File: src/rtl/melody_pkg.sv
// Shared types and the built-in note table for melody_sequencer.
// A note entry packs {div[14:0], dur[9:0]}; dur==0 marks end of melody.
package melody_pkg;

  typedef enum logic [2:0] {
    S_IDLE,
    S_LOAD,
    S_PLAY,
    S_GAP,
    S_DONE
  } state_e;

  typedef struct packed {
    logic [14:0] div;
    logic [9:0]  dur;
  } note_t;

  localparam int NOTES_MAX   = 256;
  localparam int TABLE_NOTES = 16;

  typedef note_t [NOTES_MAX-1:0] note_table_t;

  // Listed from entry 15 down to entry 0; divisors assume a 25 MHz clock.
  localparam note_t [TABLE_NOTES-1:0] NOTE_TABLE = {
    15'd0,     10'd0,
    15'd0,     10'd0,
    15'd0,     10'd0,
    15'd0,     10'd0,
    15'd11938, 10'd400,
    15'd15943, 10'd200,
    15'd0,     10'd100,
    15'd17907, 10'd200,
    15'd18967, 10'd200,
    15'd21293, 10'd200,
    15'd23900, 10'd400,
    15'd0,     10'd100,
    15'd15943, 10'd200,
    15'd18967, 10'd200,
    15'd21293, 10'd200,
    15'd23900, 10'd200
  };

  localparam note_table_t DEFAULT_TABLE =
    {{((NOTES_MAX - TABLE_NOTES) * $bits(note_t)){1'b0}}, NOTE_TABLE};

endpackage

File: src/rtl/melody_sequencer_tone_gen.sv
// Square-wave tone generator: half-period of div+1 clk cycles while en is high.
// div==0 is a rest; the output is gated low whenever en is low.
module tone_gen (
  input  logic        clk,
  input  logic        rst,
  input  logic        en,
  input  logic [14:0] div,
  output logic        speaker
);

  logic [14:0] cnt_q, cnt_d;
  logic        spk_q, spk_d;
  logic        en_q;

  always_comb begin
    cnt_d = cnt_q;
    spk_d = spk_q;
    if (!en) begin
      cnt_d = '0;
      spk_d = 1'b0;
    end else if (!en_q) begin
      cnt_d = div;
      spk_d = 1'b0;
    end else if (cnt_q == '0) begin
      cnt_d = div;
      spk_d = (div != '0) ? ~spk_q : 1'b0;
    end else begin
      cnt_d = cnt_q - 15'd1;
    end
  end

  always_ff @(posedge clk or posedge rst) begin
    if (rst) begin
      cnt_q <= '0;
      spk_q <= 1'b0;
      en_q  <= 1'b0;
    end else begin
      cnt_q <= cnt_d;
      spk_q <= spk_d;
      en_q  <= en;
    end
  end

  // Gating with en keeps the output silent the moment PLAY is left or reset hits.
  assign speaker = spk_q & en;

endmodule

File: src/rtl/melody_sequencer.sv
// Note-table melody player: FSM, tick prescaler and duration counter driving tone_gen.
// Define MELODY_LOOP_EN to loop the melody forever instead of finishing in DONE.
module melody_sequencer
  import melody_pkg::*;
#(
  parameter int unsigned TICK_DIV  = 25000,
  parameter int unsigned GAP_TICKS = 20,
  parameter int unsigned NOTES     = 16,
  parameter note_table_t TABLE     = DEFAULT_TABLE
) (
  input  logic                     clk,
  input  logic                     rst,
  input  logic                     start,
  input  logic                     stop,
  output logic                     busy,
  output logic                     done,
  output logic [$clog2(NOTES)-1:0] note_idx,
  output logic                     speaker
);

  localparam int IDX_W = $clog2(NOTES);
  localparam int PW    = (TICK_DIV > 1) ? $clog2(TICK_DIV) : 1;
  localparam int TMAX  = (GAP_TICKS > 1024) ? GAP_TICKS : 1024;
  localparam int TW    = $clog2(TMAX);

  state_e            state_q, state_d;
  logic [IDX_W-1:0]  idx_q, idx_d;
  logic [PW-1:0]     presc_q, presc_d;
  logic [TW-1:0]     tick_q, tick_d;
  logic [14:0]       div_q, div_d;
  logic [9:0]        dur_q, dur_d;
  logic [TW-1:0]     limit;
  logic              tick_wrap;
  logic              phase_end;
  note_t             entry;

  assign entry     = TABLE[idx_q];
  assign limit     = (state_q == S_PLAY) ? (TW'(dur_q) - TW'(1)) : TW'(GAP_TICKS - 1);
  assign tick_wrap = (presc_q == PW'(TICK_DIV - 1));
  assign phase_end = tick_wrap && (tick_q == limit);

  always_comb begin
    state_d = state_q;
    idx_d   = idx_q;
    presc_d = presc_q;
    tick_d  = tick_q;
    div_d   = div_q;
    dur_d   = dur_q;
    done    = 1'b0;
    unique case (state_q)
      S_IDLE: begin
        presc_d = '0;
        tick_d  = '0;
        if (start) begin
          state_d = S_LOAD;
          idx_d   = '0;
        end
      end
      S_LOAD: begin
        div_d   = entry.div;
        dur_d   = entry.dur;
        presc_d = '0;
        tick_d  = '0;
        if (entry.dur == '0) begin
`ifdef MELODY_LOOP_EN
          idx_d   = '0;
          state_d = S_LOAD;
          done    = 1'b1;
`else
          state_d = S_DONE;
`endif
        end else begin
          state_d = S_PLAY;
        end
      end
      S_PLAY, S_GAP: begin
        if (tick_wrap) begin
          presc_d = '0;
          tick_d  = tick_q + 1'b1;
        end else begin
          presc_d = presc_q + 1'b1;
        end
        // Both phases restart the prescaler so each lasts an exact multiple of TICK_DIV.
        if (phase_end) begin
          presc_d = '0;
          tick_d  = '0;
          if (state_q == S_PLAY) begin
            state_d = S_GAP;
          end else if (idx_q == IDX_W'(NOTES - 1)) begin
`ifdef MELODY_LOOP_EN
            idx_d   = '0;
            state_d = S_LOAD;
            done    = 1'b1;
`else
            state_d = S_DONE;
`endif
          end else begin
            idx_d   = idx_q + 1'b1;
            state_d = S_LOAD;
          end
        end
      end
      S_DONE: begin
        state_d = S_IDLE;
        done    = 1'b1;
      end
      default: state_d = S_IDLE;
    endcase
    if (stop) begin
      state_d = S_IDLE;
      presc_d = '0;
      tick_d  = '0;
      done    = 1'b0;
    end
  end

  always_ff @(posedge clk or posedge rst) begin
    if (rst) begin
      state_q <= S_IDLE;
      idx_q   <= '0;
      presc_q <= '0;
      tick_q  <= '0;
      div_q   <= '0;
      dur_q   <= '0;
    end else begin
      state_q <= state_d;
      idx_q   <= idx_d;
      presc_q <= presc_d;
      tick_q  <= tick_d;
      div_q   <= div_d;
      dur_q   <= dur_d;
    end
  end

  assign busy     = (state_q == S_LOAD) || (state_q == S_PLAY) || (state_q == S_GAP);
  assign note_idx = idx_q;

  tone_gen u_tone_gen (
    .clk     (clk),
    .rst     (rst),
    .en      (state_q == S_PLAY),
    .div     (div_q),
    .speaker (speaker)
  );

endmodule
File: config.mk
export PLATFORM = sky130hd
export DESIGN_NAME = melody_sequencer
export DESIGN_NICKNAME = d
export VERILOG_FILES = /design/src/rtl/melody_pkg.sv /design/src/rtl/melody_sequencer_tone_gen.sv /design/src/rtl/melody_sequencer.sv
export SDC_FILE = /design/constraint.sdc
export NUM_CORES = 1
export LEC_CHECK = 0
export CAP_MARGIN = 20
export CORE_ASPECT_RATIO = 0.8
export CORE_MARGIN = 2
export CORE_UTILIZATION = 25
export DETAILED_ROUTE_END_ITERATION = 10
export SETUP_SLACK_MARGIN = 0.02
export SYNTH_ARGS = -nofsm -noshare
export SYNTH_HDL_FRONTEND = slang
export SYNTH_HIERARCHICAL = 1
export SYNTH_SLANG_ARGS = --single-unit
export TNS_END_PERCENT = 20
File: constraint.sdc
create_clock -name clk -period 4.6 [get_ports clk]
set_input_delay 0.92 -clock clk [delete_from_list [all_inputs] [get_ports clk]]
set_output_delay 0.92 -clock clk [all_outputs]
set_load 0.005 [all_outputs]
### Yosys cells after proc, flatten, opt, wreduce, memory -nomap -nowiden

Memory sizes are Yosys's and may differ from the RTL's.
Index checks and enable logic that the tools add are counted.

| word-level totals | value |
|---|---|
| word-level logic and storage cells | 78 |
| RAM bits | 0 |
| output and inout bits | 7 |
| register bits | 74 |
| memory bits (read-only) | 400 |
| input port bits | 4 |
| memories kept | 1 |
| bits in latches | 0 |

Memory list:

| name | words | width | read ports | clocked after memory_dff | write ports | line | RTL |
|---|---|---|---|---|---|---|---|
| (name not given) | 16 | 25 | 1 | 0 | 0 | melody_sequencer.sv:37 | `assign entry = TABLE[idx_q];` |

| cells by class | value |
|---|---|
| bitwise operators | 2 |
| shifts and indexed selects | 0 |
| reductions and logical operators | 14 |
| magnitude comparators | 1 |
| eq/ne operators | 15 |
| divide/modulo/power cells | 0 |
| multiplexer cells | 31 |
| $mul | 0 |
| $add $sub $neg | 5 |

Operators with widths:

| operator | count |
|---|---|
| two-way mux 15 bit | 6 |
| two-way mux 10 bit | 4 |
| case mux 15 bit (2 select lines) | 1 |
| two-way mux 25 bit | 1 |
| case mux 10 bit (2 select lines) | 1 |
| two-way mux 3 bit | 6 |
| two-way mux 4 bit | 4 |
| adder 15 x 1 -> 15 bit, second input constant | 1 |
| == test 15 bit, second input constant | 1 |
| logical NOT 15 bit | 1 |
| nonzero test 15 bit | 1 |
| subtractor 15 x 1 -> 15 bit, second input constant | 1 |
| adder 10 x 1 -> 10 bit, second input constant | 1 |
| == test 10 bit | 1 |
| logical NOT 10 bit | 1 |
| subtractor 10 x 1 -> 10 bit, second input constant | 1 |
| < comparator 4 x 9 -> 1 bit, second input constant | 1 |
| inequality test 3 bit, second input constant | 3 |
| case mux 3 bit (3 select lines) | 1 |
| inequality test 2 bit, second input constant | 4 |
| case mux 4 bit (2 select lines) | 1 |
| == test 3 x 2 -> 1 bit, second input constant | 2 |
| two-way mux 1 bit | 6 |
| AND reduction 5 bit | 1 |
| other kinds (14) | 17 |

### Longest topological paths before layout

Gate-level depths: netlist of run 1.

| logic depth | value |
|---|---|
| depth after elaboration | 7 |
| mapped depth | 9 |

### Cells and area by module

Netlist of run 1, hierarchy kept.

By module, submodules not included:

| module | times used | sequential area each (µm²) | area an instance (µm²) | cells an instance |
|---|---|---|---|---|
| melody_sequencer | 1 | 1301.2 | 3138.0 | 362 |
| tone_gen | 1 | 425.4 | 954.7 | 99 |

### Least setup slack after synthesis of run 1

No wires, ideal clock.

| path | value |
|---|---|
| path type | register to register |
| from | register dur_q[5] |
| to | register idx_q[1] (netlist: note_idx[1]) |
| buffers on the path | 0 |
| path slack | 2.241 ns |
| required time | 4.476 ns |
| library setup time | 0.124 ns |
| cell stages (with the launch flop) | 10 |
| arrival | 2.235 ns |
| path through | dfrtp_1 inv_1 ha_1 nor3b_1 xnor3_1 a32o_1 a22oi_2 nor3_4 and3_1 a211o_1 |

| between the ends | value |
|---|---|
| cells in the longest elaborated chain, start to end | 6 |

RTL lines:

| what | line | RTL |
|---|---|---|
| start: declaration | melody_sequencer.sv:31 | `logic [9:0] dur_q, dur_d;` |
| start signal: assignment | melody_sequencer.sv:131 | `dur_q <= dur_d;` |
| subtractor 10 x 1 -> 10 bit | melody_sequencer.sv:38 | `assign limit = (state_q == S_PLAY) ? (TW'(dur_q) - TW'(1)) : TW'(GAP_TICKS - 1);` |
| two-way mux 10 bit | melody_sequencer.sv:38 |  |
| == test 10 bit | melody_sequencer.sv:40 | `assign phase_end = tick_wrap && (tick_q == limit);` |
| logical AND 1 bit | melody_sequencer.sv:40 |  |
| inequality test 2 bit (no source line) | -- |  |
| AND reduction 5 bit (no source line) | -- |  |
| end signal: assignment | melody_sequencer.sv:127 | `idx_q <= idx_d;` |
| end: declaration | melody_sequencer.sv:27 | `logic [IDX_W-1:0] idx_q, idx_d;` |

Every way passes these cells.
A chain may end at the register's enable or synchronous reset.

### Worst setup path after layout of run 1

| path | value |
|---|---|
| from | input stop |
| to | output done |

| between the ends | value |
|---|---|
| cells in the longest elaborated chain, start to end | 1 |

RTL lines:

| what | line | RTL |
|---|---|---|
| start: declaration | melody_sequencer.sv:14 | `input logic stop,` |
| two-way mux 1 bit | melody_sequencer.sv:109 | `if (stop) begin` |
| end: declaration | melody_sequencer.sv:16 | `output logic done,` |

Every way passes these cells.

==> key figures, run 1 <==
Global routing
  – Initial antenna violation count: 0
  – GRT Total Usage: 11.24%
  – Pin count of the biggest net entering global routing: 31
  – Vias in the first global route: 3346
  – First-pass GRT wire length: between 15000 and 20000 um
  – Total grt overflow: 0

STA
  – Worst slew margin: between 20% and 30%
  – Fin. Hold Viols: 0
  – Worst-Margin Slew: 1.067 ns
  – Setup TNS: 0 ns
  – Max-slew violation count: 0
  – F_max: between 300 and 400 MHz
  – Final setup viols: 0
  – Fin crit period: roughly 3.2 ns
  – Max Clock Skew: between 0.008 and 0.009 ns
  – Final period util: between 60% and 70%
  – RSZ-0062 raised after global routing: false

Critical path
  – Worst endpoint required time: 3.68 ns
  – CP endpoint kind: output port
  – Startpoint types: input port
  – Critical path data arrival time: 2.23 ns
  – Crit-path max cell delay: 0.55 ns
  – R2R cell count: 7
  – Slowest CP cell: clkdlybuf4s50_1
  – FF-to-FF End: tick_q[9]
  – Most used cell, CP: clkdlybuf4s50_1
  – Reg2reg start: presc_q[6]
  – Crit path kind: input port to output port
  – Crit path cell chain: clkdlybuf4s50_1 -> nor4_1 -> clkdlybuf4s50_1
  – CP bufs+invs: 2
  – CP delay by family, top: buffers and inverters
  – Crit Path Max Fanout: 6
  – R2R setup slack: 1.75 ns

Route
  – DRC: 0
  – Iter 0 DRT Violations: 294
  – Vias per cell: 4.899
  – Vias: 3380
  – Final wirelength: 9368 um
  – Final ANT Viol Nets: 0
  – Routed wire per std cell: 13.58 um
  – DRT Pass-1 Iters: 4

Die
  – Area of the die: 0.01742 mm2
  – Initial Util: around 26%
  – Die height: between 100 and 150 um
  – Die width: 147.1 um
  – Core outline area: 0.01590 mm2
  – Io pins: 11
  – Site row count: 41

Cells and area
  – Most frequent cells in the layout: dfrtp_1 (69), nand2_1 (61), nor2_1 (53), o21ai_0 (38), a21oi_1 (26)
  – Area Overhead vs Synth: 18.10%
  – Final core utilization: 30.39%
  – Final nets: 487
  – # diodes: 0
  – Final non-filler cell total: 690
  – Most common cell after layout, fill and taps aside: dfrtp_1
  – Share of cells above drive strength 1: 7.368%
  – Design area: around 0.0048 mm2

Synthesis
  – Number of synthesized flops with an enable pin: 0
  – Cell Area, Synth: 0.004093 mm2
  – Fraction of registers with async set/reset: 100.0%
  – Ys Warns: 6
  – Yosys cell types: 65
  – Sequential area share after synthesis: 42.19%
  – Top_reg_cell synth: dfrtp_1
  – Post-synthesis net count: 478
  – Syn Area/Cell: about 9 um2
  – #FFs+latches synth: 69
  – Cell count after synthesis: approximately 460

Placed design
  – GPL Wtd Cong: 0.7981
  – Post-DP HPWL: roughly 7000 um
  – Cells after DPL: 674
  – Number of port buffers: 10
  – Placement Cell Area: 0.004437 mm2

Power and ir drop
  – Worst vdd ir: 0.1967 mV
  – Pwr dens: 549.5 mW/mm2
  – P_leak: ~2.1 nW
  – Total Power: 2.656 mW

Clock tree
  – Post-CTS resize count: 0
  – Clock transition at path regs: approximately 0.050 ns
  – Cts bufs inserted: 9
  – Hold buffers post-CTS: 0
  – Clk root buf: clkbuf_16
  – CTS tree: yes
  – H-tree Lvls: 3
  – Post-CTS Setup Bufs: 0
  – Clock sink count: 69
  – Clk Latency, worst-skew pair: around 0.34 ns
  – Clk buf depth: 2

Hold path
  – Min-delay src: presc_q[14]
  – WHS Endpoint: presc_q[14]
  – Worst Hold Class: flop to flop
  – Hold path depth: 1

Outcome
  – Status: finished, final reports clean

Job
  – Max cap viols: 0
==> worst reg2reg max path, stage by stage (launching register included) <==
cell      delay [ns]
dfrtp_1         0.41
nor4b_1         0.52
a41oi_1         0.19
o21bai_1        0.85
nand4_1         0.34
nor2_1          0.21
xor2_1          0.15
and2_1          0.13
==> power by group <==
group          switching (mW)  internal [mW]
Combinational           0.533          0.355
Clock                   0.264          0.654
Sequential              0.131          0.720
==> registers in the layout (all words and copies together), names as in the netlist <==
name / flops
div_q: 15
presc_q: 15
u_tone_gen/cnt_q: 15
tick_q: 10
dur_q: 5
note_idx: 4
state_q: 3
u_tone_gen/en_q: 1
u_tone_gen/spk_q: 1
==> cells in the mapped netlist, types with 2 or more instances <==
library cell	instances	share of area [%]
nand2b_1	3	0.46
o41ai_1	2	0.43
nor4_2	2	0.61
xor2_1	19	4.1
nor2_1	53	4.9
and2_1	12	1.8
o31ai_1	3	0.55
a41oi_1	2	0.43
nor4bb_1	2	0.49
or4_1	2	0.37
clkinv_1	2	0.18
a32o_1	2	0.49
clkbuf_1	13	1.2
dfrtp_1	69	42
and3_1	9	1.4
nor4b_1	5	1.1
nand3_1	12	1.5
nor3b_1	3	0.55
xnor2_1	12	2.6
nand2_1	61	5.6
a311oi_1	2	0.43
a21oi_1	26	3.2
a211oi_1	8	1.5
nor2b_1	4	0.61
mux2i_1	2	0.49
nand4b_1	2	0.43
nor4_1	5	0.76
o21a_1	2	0.37
ha_1	13	4.0
a22o_1	2	0.43
inv_1	19	1.7
nand4_1	7	1.1
and4_1	3	0.64
o21ai_0	38	4.6
a211o_1	2	0.43
nor3_1	9	1.1
==> logic make-up after synthesis <==
| logic type | synth area share, % |
|---|---|
| buf+inv | 3.791 |
| flops | 42.19 |
| mux | 0.7643 |
| compound gates | 17.12 |
| simple gates | 24.98 |
| xor+xnor | 7.184 |
| fa+ha+maj | 3.974 |
==> cell type report <==
cell class	count	area, um2
clock inverters	6	157.7
repair buffers	13	135.1
well taps	215	269.0
multi-input cells	355	2218
inverters	22	87.58
fillers	1674	11070
clock buffers	10	239.0
flip-flops and latches	69	1727
==> worst max-delay path by stage <==
stage	end	from	cells past startpoint	slack [ns]
finish	done	stop	3	1.45
global route	done	stop	3	1.36
CTS	done	stop	3	1.43
detailed placement	done	stop	3	1.44
global placement	done	stop	3	1.46
floorplan	note_idx[1]	dur_q[5]	9	2.24
==> stage by stage <==
step,setup slack [ns],hold WS [ns]
after detailed placement,1.437,0.4740
after CTS,1.433,0.4854
final,1.446,0.4851
after global placement,1.459,0.4560
after global routing,1.359,0.4947
after floorplan,2.241,0.4365
==> layer usage <==
| layer | global-route usage (%) | routed length (um) | share of wire, % | up-vias |
|---|---|---|---|---|
| met1 | 16.17 | 4906 | 52 | 1667 |
| met4 | 4.147 | 140 | 1.5 | 0 |
| met2 | 17.09 | 4088 | 44 | 51 |
| li1 | - | - | - | 1651 |
| met3 | 1.622 | 233 | 2.5 | 11 |
| met5 | 0 | 0 | 0 | - |
(Power assumes the default switching activity.)
==> run 2, diff against run 1 <==
==> constraint.sdc (replaced) <==
create_clock -name clk -period 2.9 [get_ports clk]
set_input_delay 0.58 -clock clk [delete_from_list [all_inputs] [get_ports clk]]
set_output_delay 0.58 -clock clk [all_outputs]
set_load 0.005 [all_outputs]
==> run 2 against run 1 <==
Compared with the run above: cell count up 0.29%; combinational power rose by 65%; clock skew decreased by 0.0036 ns; utilization decreased by 0.53 points; highest routed layer unchanged; critical endpoint is now speaker; die area did not move; sequential power rose by 57%; hold slack gained 0.0061 ns; count of clock-buffer cells in the layout rose by 2.
==> key figures, run 2 (synthesized netlist as in run 1, its figures left out) <==
Die
  – Site row count: 41 (unchanged)
  – Initial Util: 25.74% (unchanged)
  – Io pins: 11 (unchanged)
  – Die height: 118.4 um (unchanged)
  – Area of the die: 0.01742 mm2 (unchanged)
  – Die width: 147.1 um (unchanged)
  – Core outline area: 0.01590 mm2 (unchanged)

Placed design
  – Cells after DPL: 678 (+0.59%)
  – GPL Wtd Cong: 0.8401 (+5.3%)
  – Post-DP HPWL: 6981 um (+2.5%)
  – Post-Place Worst Slack: 0.2600 ns (-1.177 ns)
  – Number of port buffers: 10 (unchanged)
  – Placement Cell Area: 0.004467 mm2 (+0.68%)

Global routing
  – Vias in the first global route: 3273 (-2.2%)
  – Initial antenna violation count: 0 (unchanged)
  – First-pass GRT wire length: 16910 um (+3.9%)
  – GRT Total Usage: 11.93% (+0.69 points)
  – Total grt overflow: 0 (unchanged)
  – Pin count of the biggest net entering global routing: 31 (unchanged)

Cells and area
  – Final non-filler cell total: 692 (+0.29%)
  – Final core utilization: 29.86% (-0.53 points)
  – Most common cell after layout, fill and taps aside: dfrtp_1
  – Final nets: 491 (+0.82%)
  – Top Registers: div_q: 15 flops, presc_q: 15 flops, u_tone_gen/cnt_q: 15 flops
  – # diodes: 0 (unchanged)
  – Design area: 0.004748 mm2 (-1.8%)
  – Most frequent cells in the layout: dfrtp_1 (69), nand2_1 (61), nor2_1 (53), o21ai_0 (38), a21oi_1 (26)
  – Share of cells above drive strength 1: 7.338% (-0.031 points)
  – Area Overhead vs Synth: 16.02%

Route
  – Routed wire per std cell: 13.96 um (+2.8%)
  – Vias: 3363 (-0.50%)
  – Vias per cell: 4.860 (-0.79%)
  – Iter 0 DRT Violations: 275 (-6.5%)
  – Final ANT Viol Nets: 0 (unchanged)
  – DRT Pass-1 Iters: 5 (+1)
  – DRC: 0 (unchanged)
  – Final wirelength: 9659 um (+3.1%)

Critical path
  – Critical path data arrival time: 2.15 ns (-0.08 ns)
  – Startpoint types: flop
  – Crit path cell chain: or3b_4 -> clkinv_4 -> and2_1 -> clkdlybuf4s50_1
  – CP bufs+invs: 2 (unchanged)
  – Crit path kind: flop to output port
  – CP endpoint kind: output port
  – R2R setup slack: 0.26 ns (-1.49 ns)
  – Worst endpoint required time: 2.32 ns (-1.36 ns)
  – Crit Path Max Fanout: 16 (+10)
  – Crit-path max cell delay: 0.55 ns (about the same)
  – Slowest CP cell: dfrtp_1
  – CP delay by family, top: buffers and inverters

STA
  – Worst slew margin: 35.07% (+6.8 points)
  – Max Clock Skew: 0.005408 ns (-0.003585 ns)
  – Worst setup margin: 0.1686 ns (-1.277 ns)
  – F_max: 366.1 MHz
  – Fin. Hold Viols: 0 (unchanged)
  – RSZ-0062 raised after global routing: false
  – Final period util: between 90 and 100%
  – Setup TNS: 0 ns (unchanged)
  – Max-slew violation count: 0 (unchanged)
  – Worst-Margin Slew: 0.9651 ns (-0.1019 ns)
  – Final setup viols: 0 (unchanged)
  – Fin crit period: 2.731 ns
  – Hold slack: 0.4912 ns (+0.006102 ns)

Clock tree
  – Post-CTS Setup Bufs: 0 (unchanged)
  – Hold buffers post-CTS: 0 (unchanged)
  – Post-CTS resize count: 0 (unchanged)
  – Cts bufs inserted: 9 (unchanged)
  – H-tree Lvls: 3 (unchanged)
  – Clk buf depth: 2 (unchanged)
  – Clock sink count: 69 (unchanged)
  – Clk root buf: clkbuf_16
  – Clk Latency, worst-skew pair: 0.34 ns (about the same)
  – Clock transition at path regs: 0.05 ns (about the same)
  – CTS tree: yes

Power and ir drop
  – Total Power: 3.873 mW (+46%)
  – P_leak: 2.052 nW (-1.5%)
  – Worst vdd ir: 0.3051 mV (+55%)
  – Pwr dens: 815.8 mW/mm2 (+48%)

Job
  – Max cap viols: 0 (unchanged)

Hold path
  – Worst Hold Class: flop to flop

Outcome
  – Status: finished, final reports clean
run 2: cell count changes in the layout (fill, tap and decap cells not counted):
| cell | change |
|---|---|
| bufinv_16 | -4 |
| clkinv_2 | +1 |
| buf_4 | +4 |
| clkbuf_1 | +2 |
| clkinvlp_4 | -1 |
run 2: power breakdown:
group / leakage, nW / internal (mW) / switching (mW) / total [mW]
Combinational: 0.996 / 0.587 / 0.869 / 1.46
Clock: 0.139 / 0.678 / 0.397 / 1.07
Sequential: 0.917 / 1.14 / 0.201 / 1.34
Total: 2.05 / 2.41 / 1.47 / 3.87
run 2: final cells by class:
cell class,instances,area [um2]
multi-input combinational,355,2218
timing repair buffer,17,165.2
sequential,69,1727
clock buffer,12,246.5
clock inverter,2,35.03
fill,1686,11150
tap,215,269.0
inverter,22,87.58
run 2: layer usage:
metal | wire [um] | up-vias | track usage [%]
li1 | - | 1658 | -
met1 | 5187 | 1649 | 17.96
met2 | 4145 | 52 | 16.91
met3 | 245 | 4 | 2.239
met4 | 79 | 0 | 4.087
met5 | 0 | - | 0
run 2: worst paths after layout:
kind,from,endpoint,cells after the start
worst max-delay path,state_q[1],speaker,4
worst min-delay path,presc_q[14],presc_q[14],1
worst max register to register,dur_q[5],tick_q[7],9
worst min register to register,presc_q[14],presc_q[14],1
max in group asynchronous,rst,div_q[5],3
min in group asynchronous,rst,tick_q[7],2
run 2: worst reg2reg max path: cells and delay by family, from the launching register on:
kind | cells | cell delay, ns
compound gates | 4 | 0.98
xor+xnor | 1 | 0.27
fa+ha+maj | 1 | 0.22
buf+inv | 1 | 0.12
flops | 1 | 0.44
simple gates | 2 | 0.55
==> patch 1 (flow settings as in run 2) <==
Add a define of `MELODY_LOOP_EN`.
--- a/src/rtl/melody_sequencer.sv
+++ b/src/rtl/melody_sequencer.sv
@@ -1,5 +1,7 @@
 // Note-table melody player: FSM, tick prescaler and duration counter driving tone_gen.
 // Define MELODY_LOOP_EN to loop the melody forever instead of finishing in DONE.
+`define MELODY_LOOP_EN
+
 module melody_sequencer
   import melody_pkg::*;
 #(
Function: no difference found for any inputs over 4 cycles, from zero or initial values and one cycle with rst high; that may be too few to reach the edited logic, so the function may still have changed.
==> patch 1 against run 2 <==
- the run now ends with negative setup slack left
- fmax down 16%
- final area up 11%
- first-iteration DRC count shrank 28%
- wire length up 7.1%
- power fell by 12%
- area after synthesis up 0.49%
- largest power group is now the clock network
- non-clock buffer count is 56 higher
- combinational power fell by 37%
- highest routed layer unchanged
- sequential cell count shrank 1
- worst setup slack got worse by 520 ps
==> patch 1: results (changes against run 2) <==
* Status: finished, violations left
* Failing checks: negative setup slack
* Syn nets at 465 (-2.7%)
* Worst setup path end: done
* FF-to-FF path depth at 11 (+2)
* XOR/XNOR Fraction of Synth Area at 7.06% (-0.13 points)
* Slowest cell on the critical path: or4_4
* Synth top area cells: dfrtp_1, nand2_1, nor2_1
* Global-route wire length before repair at 17700 um (+4.8%)
* Synth cell types at 69 (+6.2%)
* Worst endpoint data arrival time at 2670 ps (+520 ps)
* Filler Cell Count at 1615 (-4.2%)
* Post-synthesis compound-gate area fraction at 16.3% (-0.78 points)
* GRT Total Usage at 12.4% (+0.49 points)
* Share of cells above drive strength 1 at 20.4% (+13 points)
* Min-delay src: div_q[2]$_DFFE_PP0P_
* Hold path cells at 2 (+1)
* Clock-cell share of area at 6.46% (+0.53 points)
* Num Clock Sinks at 68 (-1.4%)
* Least-Margin Pin Slew at 809 ps (-156 ps)
* Sw Share at 31.1% (-6.7 points)
* Layout Skew at 6.87 ps (+1.46 ps)
* Clock power share at 37.5% (+9.8 points)
* Post-placement cell area at 0.00486 mm2 (+8.8%)
* Worst setup margin at -349 ps (-518 ps)
* Peak VDD IR at 0.330 mV (+8.0%)
* P_leak at 2.25 nW (+9.6%)
* Non-clk bufs at 73 (+56)
* Critical Path Fanout Max at 3 (-13)
* Final setup fails at 1 (+1)
* DP HPWL at 7550 um (+8.1%)
* Top delay family on crit path: simple AND/OR/NAND/NOR gates
* Die footprint at 0.0175 mm2 (+0.47%)
* Seq/total area at 32.2% (-4.2 points)
* DRT Wirelength at 10300 um (+7.1%)
* Post-synthesis mux area share at 0.974% (+0.21 points)
* Drt first pass iters at 4 (-1)
* Initial DRC count at 198 (-28%)
* R2r endpoint: tick_q[1]$_DFFE_PP0P_
-- patch 1: worst reg2reg max path: stages (launching register included) --
cell and delay (ps):
dfrtp_1 360, buf_6 110, inv_4 30, ha_4 140
and2b_2 210, or4_4 560, nand2_4 100, buf_4 100
buf_4 100, o2111ai_1 200, o31ai_4 440, o22ai_1 150
-- patch 1: timing repair --
item,4_1_cts,5_1_grt
hold buffers,0,0
pin swaps,5,4
endpoints found under the setup margin,1,1
setup buffers,1,2
gates resized for setup,6,13
hold endpoints to repair,0,0
-- patch 1: metrics by stage --
stage / util, % / cells / setup TNS [ps] / hold slack [ps]
global route: 33.1 / 734 / -471 / 550
detailed placement: 30.5 / 715 / -527 / 503
floorplan: - / 448 / -98.2 / 453
CTS: 32.7 / 732 / -399 / 516
global placement: 30.5 / 715 / -469 / 489
finish: 33.1 / 734 / -349 / 511
-- patch 1: routing by layer --
layer  share of wire, %  global-route usage [%]
met2                 45                    19.0
met4                1.3                    3.73
met1                 51                    17.6
met5                  0                       0
met3                2.9                    2.59
==> patch 2 (flow settings as in run 2) <==
Without the edit above. Re-encode `state_e` (5 states) as one-hot, 5 bits wide.
--- a/src/rtl/melody_pkg.sv
+++ b/src/rtl/melody_pkg.sv
@@ -2,12 +2,12 @@
 // A note entry packs {div[14:0], dur[9:0]}; dur==0 marks end of melody.
 package melody_pkg;
 
-  typedef enum logic [2:0] {
-    S_IDLE,
-    S_LOAD,
-    S_PLAY,
-    S_GAP,
-    S_DONE
+  typedef enum logic [4:0] {
+    S_IDLE = 5'b00001,
+    S_LOAD = 5'b00010,
+    S_PLAY = 5'b00100,
+    S_GAP  = 5'b01000,
+    S_DONE = 5'b10000
   } state_e;
 
   typedef struct packed {
Behaviour: same outputs for any inputs over 4 cycles, from zero or initial values and one cycle with rst high; so few cycles prove little.
==> patch 2 against run 2 <==
- via count rose by 10%
- final area rose by 4.9%
- wire length rose by 8.2%
- count of clock-buffer cells in the layout fell by 1
- die area rose by 4.4%
- worst setup slack got worse by 49 ps
- area after synthesis rose by 4.5%
- sequential cell count rose by 2
- critical path type unchanged
- largest cell class unchanged
- highest routed layer unchanged
Power is not compared: it rests on default switching activity, and its combinational part moved more than twofold at a synthesized area within 25%.
==> patch 2: results (changes against run 2) <==
* Worst setup path end: busy
* CP startpoint: state_q[4]$_DFFE_PP0P_
* Wire per inst at 14.2 um (+1.6%)
* Top delay family on crit path: simple AND/OR/NAND/NOR gates
* Most instantiated cells after synthesis: dfrtp_1, nand2_1, nor2_1, o21ai_0, a21oi_1
* Nets at 530 (+7.9%)
* Gp weighted congestion at 0.818 (-2.7%)
* Sequential element share of the synthesized area at 41.6% (-0.61 points)
* Final non-filler cell total at 737 (+6.5%)
* P_leak at 2.17 nW
* Slowest stage delay, CP at 510 ps (-40 ps)
* Global-route wire length before repair at 17600 um (+3.8%)
* Status: completed
* Layout Skew at 7.92 ps (+2.51 ps)
* Syn nets at 513 (+7.3%)
* Post-placement cell area at 0.00469 mm2 (+5.0%)
* Initial DRC count at 172 (-37%)
* FF-to-FF path depth at 8 (-1)
* Worst r2r src: state_q[0]$_DFFE_PP1P_
* DP HPWL at 7500 um (+7.4%)
* XOR/XNOR Fraction of Synth Area at 4.51% (-2.7 points)
* # resized after CTS at 1 (+1)
* Post-synthesis compound-gate area fraction at 20.0% (+2.9 points)
* Placed cell count at 721 (+6.3%)
* GRT Total Usage at 12.1% (+0.16 points)
* Post-CTS Setup Inserts at 1 (+1)
* Final Cycle Share at 95.9% (+1.7 points)
* R2r endpoint: note_idx[3]$_DFFE_PP0P_
* Largest net degree at the start of global routing at 41 (+32%)
* Cells after Synth at 496 (+7.6%)
* Area share of fa/ha/maj cells after synthesis at 3.80% (-0.17 points)
* Critical Path Fanout Max at 7 (-9)
* Vias in the first global route at 3675 (+12%)
* Worst endpoint data arrival time at 2200 ps (+50 ps)
* Drt first pass iters at 4 (-1)
* Slowest cell on the critical path: clkdlybuf4s50_1
* Worst relative slew slack at 45.8% (+11 points)
* Via density at 5.03 (+3.5%)
* Synth top area cells: dfrtp_1, o21ai_0, nand2_1
* Share of cells above drive strength 1 at 11.2% (+3.9 points)
* Final hold slack at 491 ps (-0.323 ps)
-- patch 2: cell types whose count changed after synthesis, sizes merged, moves of 6 or more --
cell | before | now
and2 | 13 | 4
o21ai | 40 | 51
clkbuf | 13 | 20
o31ai | 4 | 10
a21oi | 27 | 35
-- patch 2: power breakdown --
group | internal (mW) | switching, mW
Combinational | 0.214 | 0.275
Sequential | 1.10 | 0.124
Clock | 0.592 | 0.406
Total | 1.91 | 0.805
-- patch 2: metal layers --
layer | GRT usage [%] | vias to the layer above | routed length [um]
li1 | - | 1818 | -
met1 | 16.9 | 1792 | 5120
met2 | 17.9 | 82 | 4620
met3 | 1.80 | 16 | 416
met4 | 6.60 | 0 | 294
met5 | 0 | - | 0
-- patch 2: final cells by class --
class	count	area (um2)
fill	1729	11700
multi-input combinational	380	2330
sequential	71	1780
tap	220	275
timing repair buffer	32	265
clock buffer	11	243
inverter	19	71.3
clock inverter	4	22.5
